**src/rtl/rr_mux_arb.sv**
```systemverilog
// N-input word multiplexer with valid/ready handshakes and a one-beat registered output.
// MODE 0 forwards the externally selected channel; MODE 1 arbitrates round-robin.
module rr_mux_arb #(
    parameter int WIDTH  = 32,
    parameter int NUM_IN = 4,
    parameter int SEL_W  = 2,
    parameter int MODE   = 0
) (
    input  logic                    clk,
    input  logic                    rst,
    input  logic [NUM_IN*WIDTH-1:0] in_data,
    input  logic [NUM_IN-1:0]       in_valid,
    output logic [NUM_IN-1:0]       in_ready,
    input  logic [SEL_W-1:0]        sel,
    output logic [WIDTH-1:0]        out_data,
    output logic [SEL_W-1:0]        out_chan,
    output logic                    out_valid,
    input  logic                    out_ready
);

    logic [WIDTH-1:0] data_p1;
    logic [SEL_W-1:0] chan_p1;
    logic             vld_p1;
    logic [SEL_W-1:0] last_grant;

    logic             load_en;
    logic             gnt_vld_p0;
    logic [SEL_W-1:0] gnt_p0;
    logic [WIDTH-1:0] mux_p0;

    logic             hi_found;
    logic [SEL_W-1:0] hi_idx;
    logic             lo_found;
    logic [SEL_W-1:0] lo_idx;

    assign load_en = !vld_p1 || out_ready;

    // Stage p0: grant selection. Round-robin prefers the first valid channel above
    // last_grant and falls back to the first valid one at or below it (wrap-around).
    always_comb begin
        gnt_vld_p0 = 1'b0;
        gnt_p0     = '0;
        hi_found   = 1'b0;
        hi_idx     = '0;
        lo_found   = 1'b0;
        lo_idx     = '0;
        if (MODE == 0) begin
            for (int i = 0; i < NUM_IN; i++) begin
                if (int'(sel) == i && in_valid[i]) begin
                    gnt_vld_p0 = 1'b1;
                    gnt_p0     = SEL_W'(i);
                end
            end
        end else begin
            for (int i = 0; i < NUM_IN; i++) begin
                if (in_valid[i] && !hi_found && i > int'(last_grant)) begin
                    hi_found = 1'b1;
                    hi_idx   = SEL_W'(i);
                end
                if (in_valid[i] && !lo_found && i <= int'(last_grant)) begin
                    lo_found = 1'b1;
                    lo_idx   = SEL_W'(i);
                end
            end
            gnt_vld_p0 = hi_found || lo_found;
            gnt_p0     = hi_found ? hi_idx : lo_idx;
        end
    end

    always_comb begin
        in_ready = '0;
        mux_p0   = '0;
        for (int i = 0; i < NUM_IN; i++) begin
            in_ready[i] = load_en && gnt_vld_p0 && (int'(gnt_p0) == i);
            if (int'(gnt_p0) == i) begin
                mux_p0 = in_data[i*WIDTH +: WIDTH];
            end
        end
    end

    // Stage p1: output beat register. The pointer moves only on an accepted transfer.
    always_ff @(posedge clk) begin
        if (rst) begin
            vld_p1     <= 1'b0;
            data_p1    <= '0;
            chan_p1    <= '0;
            last_grant <= SEL_W'(NUM_IN - 1);
        end else if (load_en) begin
            vld_p1 <= gnt_vld_p0;
            if (gnt_vld_p0) begin
                data_p1 <= mux_p0;
                chan_p1 <= gnt_p0;
                if (MODE == 1) begin
                    last_grant <= gnt_p0;
                end
            end
        end
    end

    assign out_data  = data_p1;
    assign out_chan  = chan_p1;
    assign out_valid = vld_p1;

endmodule

```
**config.mk**
```make
export PLATFORM = sky130hd
export DESIGN_NAME = rr_mux_arb
export DESIGN_NICKNAME = d
export VERILOG_FILES = /design/src/rtl/rr_mux_arb.sv
export SDC_FILE = /design/constraint.sdc
export NUM_CORES = 1
export LEC_CHECK = 0
export ABC_AREA = 1
export ABC_CLOCK_PERIOD_IN_PS = 3800
export CORE_MARGIN = 2
export CORE_UTILIZATION = 37
export CTS_CLUSTER_DIAMETER = 50
export DETAILED_ROUTE_END_ITERATION = 10
export PLACE_DENSITY = 0.87
export SYNTH_ARGS = -nofsm -noshare
export SYNTH_HDL_FRONTEND = slang
export SYNTH_SLANG_ARGS = --single-unit
```
**constraint.sdc**
```tcl
create_clock -name clk -period 3.8 [get_ports clk]
set_input_delay 0.76 -clock clk [delete_from_list [all_inputs] [get_ports clk]]
set_output_delay 0.76 -clock clk [all_outputs]
set_load 0.1 [all_outputs]
```
==> impl_metrics.yaml, run 1 <==
worst_setup_path:
  crit_top_cell: "nor2_1"
  critPathArrivalTime_ns: 2.59
  rr_worst_depth: 9
  crit_required_ns: 3.04
  crit_chain: "clkdlybuf4s50_1, nand3_2, nand2_2, nor2_1, nor2_1, nand3_1, inv_1, buf_12"
  r2r_end: "out_data[30]"
  start_kind: "primary input"
  slowest_delay_ns: 0.57
  endpoint_kind: "output port"
  r2r_slack_ns: 2.02
  crit_path_max_fanout: 17
  reg2reg_from: "out_valid"
  crit_slowest_cell: "clkdlybuf4s50_1"
  worstSetupPathType: "in -> out"
clock_network:
  post_cts_buffers: 0
  numCtsBuffers: 5
  cts_tree: "built"
  cts_buffer_depth: 2
  cts_sinks: 35
  htree_levels: 2
  cts.repair.resized: 0
  ctsHoldBuffers: 0
  clock_latency_ns: 0.28
  root_buffer: "clkbuf_8"
  clk_transition_reported_paths_ns: 0.07
synth:
  ys_seq_elements: 35
  syn-num-nets: 527
  synth_compound_area_frac: 0.118
  postSynthAreaPerCell_um2: 5.99
  ys_seq_area_frac: 0.300
  yosysWarnings: 0
  synth_area_mm2: 0.00233
  synthAdderAreaFrac: 0
  synthSimpleGateAreaFrac: 0.505
  syn_inst: 390
  ys_types: 19
  synthMuxAreaShare: 0
  synth_top_family_by_area: "simple AND/OR/NAND/NOR gates"
  synth_xor_area_frac: 0
pwr:
  powerDensity_mw_per_mm2: 332
  peakVddDrop_mv: 0.237
  leakagePower_nw: 1.77
place:
  place_area_mm2: 0.00415
  hpwl_um: 6630
  place_congestion: 0.802
  port_buffers: 175
floorplan:
  die_h_um: 83.4
  pin_count: 176
  rows: 28
  start_util: 0.387
  fp.dieW_um: 83.4
  dieArea_mm2: 0.00696
  design.core.area_mm2: 0.00603
min_path:
  holdPathEnd: "out_data[21]"
  hold-path-cell-count: 2
  hold_class: "reg -> reg"
  min_from: "out_data[21]"
global_routing:
  grt_antenna_before_repair: 0
  track_usage: 0.253
  grtUsageMet3: 0.0686
  gr-total-overflow: 0
  grtUsageMet1: 0.296
  busiest_layer: "met2"
  grt_max_degree: 60
  grt_pass1_vias: 3078
  grt_pass1_wl_um: 14600
  met2_usage: 0.463
layout:
  fillers: 509
  final_core_util: 0.705
  stdcell_area_mm2: 0.00425
  nNetsFinal: 688
  syn_to_final_growth_pct: 81.9
  drive_gt1_frac: 0.0635
  antenna_cells: 0
route:
  drt-total-wl_um: 9120
  dr.pass1.iters: 4
  antenna_left: 0
  drc: 0
  via_per_inst: 5.16
  wl_per_cell_um: 14.6
  drt_iter0_drc: 128
  via_count: 3229
timing:
  setup_viol: 0
  slew_headroom: 0.321
  fin_crit_ns: 3.35
  post-route-period-util: 0.881
  hold_violations: 0
  rsz0062_at_grt: "false"
  worst_slew_pin_slew_ns: 1.01
  setup_tns_ns: 0
  fmax_mhz: 299
  skew_ns: 0.00320
  slew_violations: 0
status:
  outcome: "finished, final reports clean"
flow_run:
  maxCapViolations: 0
-- state kept, by name (all words and copies together), names as in the netlist --
signal,flops
out_data,32
out_valid,1
out_chan,2
-- critical path, delay by kind of cell --
| kind | cells | cell delay [ns] |
|---|---|---|
| AND/OR/NAND/NOR | 5 | 0.97 |
| buffers and inverters | 3 | 0.85 |
-- worst max path at each step --
stage / startpoint / cells past startpoint / endpoint
after global placement: sel[0] / 8 / in_ready[0]
final: sel[0] / 8 / in_ready[0]
after global routing: sel[0] / 8 / in_ready[0]
after floorplan: sel[1] / 7 / in_ready[1]
after detailed placement: sel[0] / 8 / in_ready[0]
after CTS: sel[0] / 8 / in_ready[0]
-- Yosys cell counts, drive strengths merged --
| library cell | number | area (um^2) |
|---|---|---|
| inv | 10 | 37.5 |
| a21oi | 28 | 140 |
| nand2 | 120 | 453 |
| nand3 | 59 | 310 |
| nor2 | 59 | 226 |
| dfxtp | 35 | 701 |
| o22ai | 19 | 119 |
| buf | 19 | 101 |
| or2 | 7 | 43.8 |
| nand4 | 16 | 100 |
| clkbuf | 11 | 41.3 |
| nand3b | 6 | 45.0 |
| o21ai | 1 | 16.3 |
-- kinds of logic (layout without fill, tap and decap cells) --
| family | count (synthesis) | after routing |
|---|---|---|
| compound gates | 48 | 48 |
| simple gates | 267 | 267 |
| flops | 35 | 35 |
| buf+inv | 40 | 201 |
-- layout make-up --
| type | instances | area (um^2) | share of cell area |
|---|---|---|---|
| clock buffers | 6 | 72.6 | 0.0171 |
| clock inverters | 1 | 30.0 | 0.00707 |
| inverters | 10 | 37.5 | 0.00884 |
| multi-input cells | 315 | 1450 | 0.342 |
| flip-flops and latches | 35 | 701 | 0.165 |
| well taps | 75 | 93.8 | 0.0221 |
| repair buffers | 184 | 1860 | 0.438 |
-- per-stage QoR --
stage	setup slack [ns]	total power [mW]	std cells	hold slack, ns
2_1_floorplan	0.287	0.842	390	0.900
3_3_place_gp	0.517	1.09	619	0.451
3_5_place_dp	0.449	1.10	619	0.454
4_1_cts	0.434	1.42	626	0.465
5_1_grt	0.316	1.48	626	0.477
6_report	0.452	1.41	626	0.464
-- layer usage --
layer  wire (um)  vias to the layer above
met1        3680                     1463
met5           0                        -
li1            -                     1622
met2        4580                      135
met4          79                        0
met3         780                        9
-- layout by cell type (no fill, tap or decap) --
cell type,synthesis,routed
nor2_1,57,57
o22ai_1,19,19
nand2_1,119,119
inv_1,8,8
clkbuf_1,11,1
nand3b_1,6,6
clkdlybuf4s50_1,0,171
a21oi_1,28,28
inv_2,2,2
nand4_1,16,16
buf_12,0,4
nand3_2,3,3
or2_2,7,7
nand2_2,1,1
dfxtp_1,35,35
buf_4,5,9
bufinv_16,0,1
o21ai_4,1,1
clkbuf_8,0,5
nor2_2,2,2
nand3_1,56,56
-- where the power goes --
group	switching, mW	internal (mW)	total [mW]
Combinational	0.419	0.252	0.671
Sequential	0.0164	0.399	0.416
Clock	0.129	0.192	0.322
Total	0.565	0.843	1.41
(Power assumes the default switching activity.)
==> inputs of run 2 (changes only) <==
--- a/config.mk
+++ b/config.mk
@@ -12,6 +12,7 @@
 export CTS_CLUSTER_DIAMETER = 50
 export DETAILED_ROUTE_END_ITERATION = 10
 export PLACE_DENSITY = 0.87
+export SKIP_LAST_GASP = 1
 export SYNTH_ARGS = -nofsm -noshare
 export SYNTH_HDL_FRONTEND = slang
 export SYNTH_SLANG_ARGS = --single-unit
==> results of run 2 <==
Final layout, timing and power as in run 1 (identical DEF).
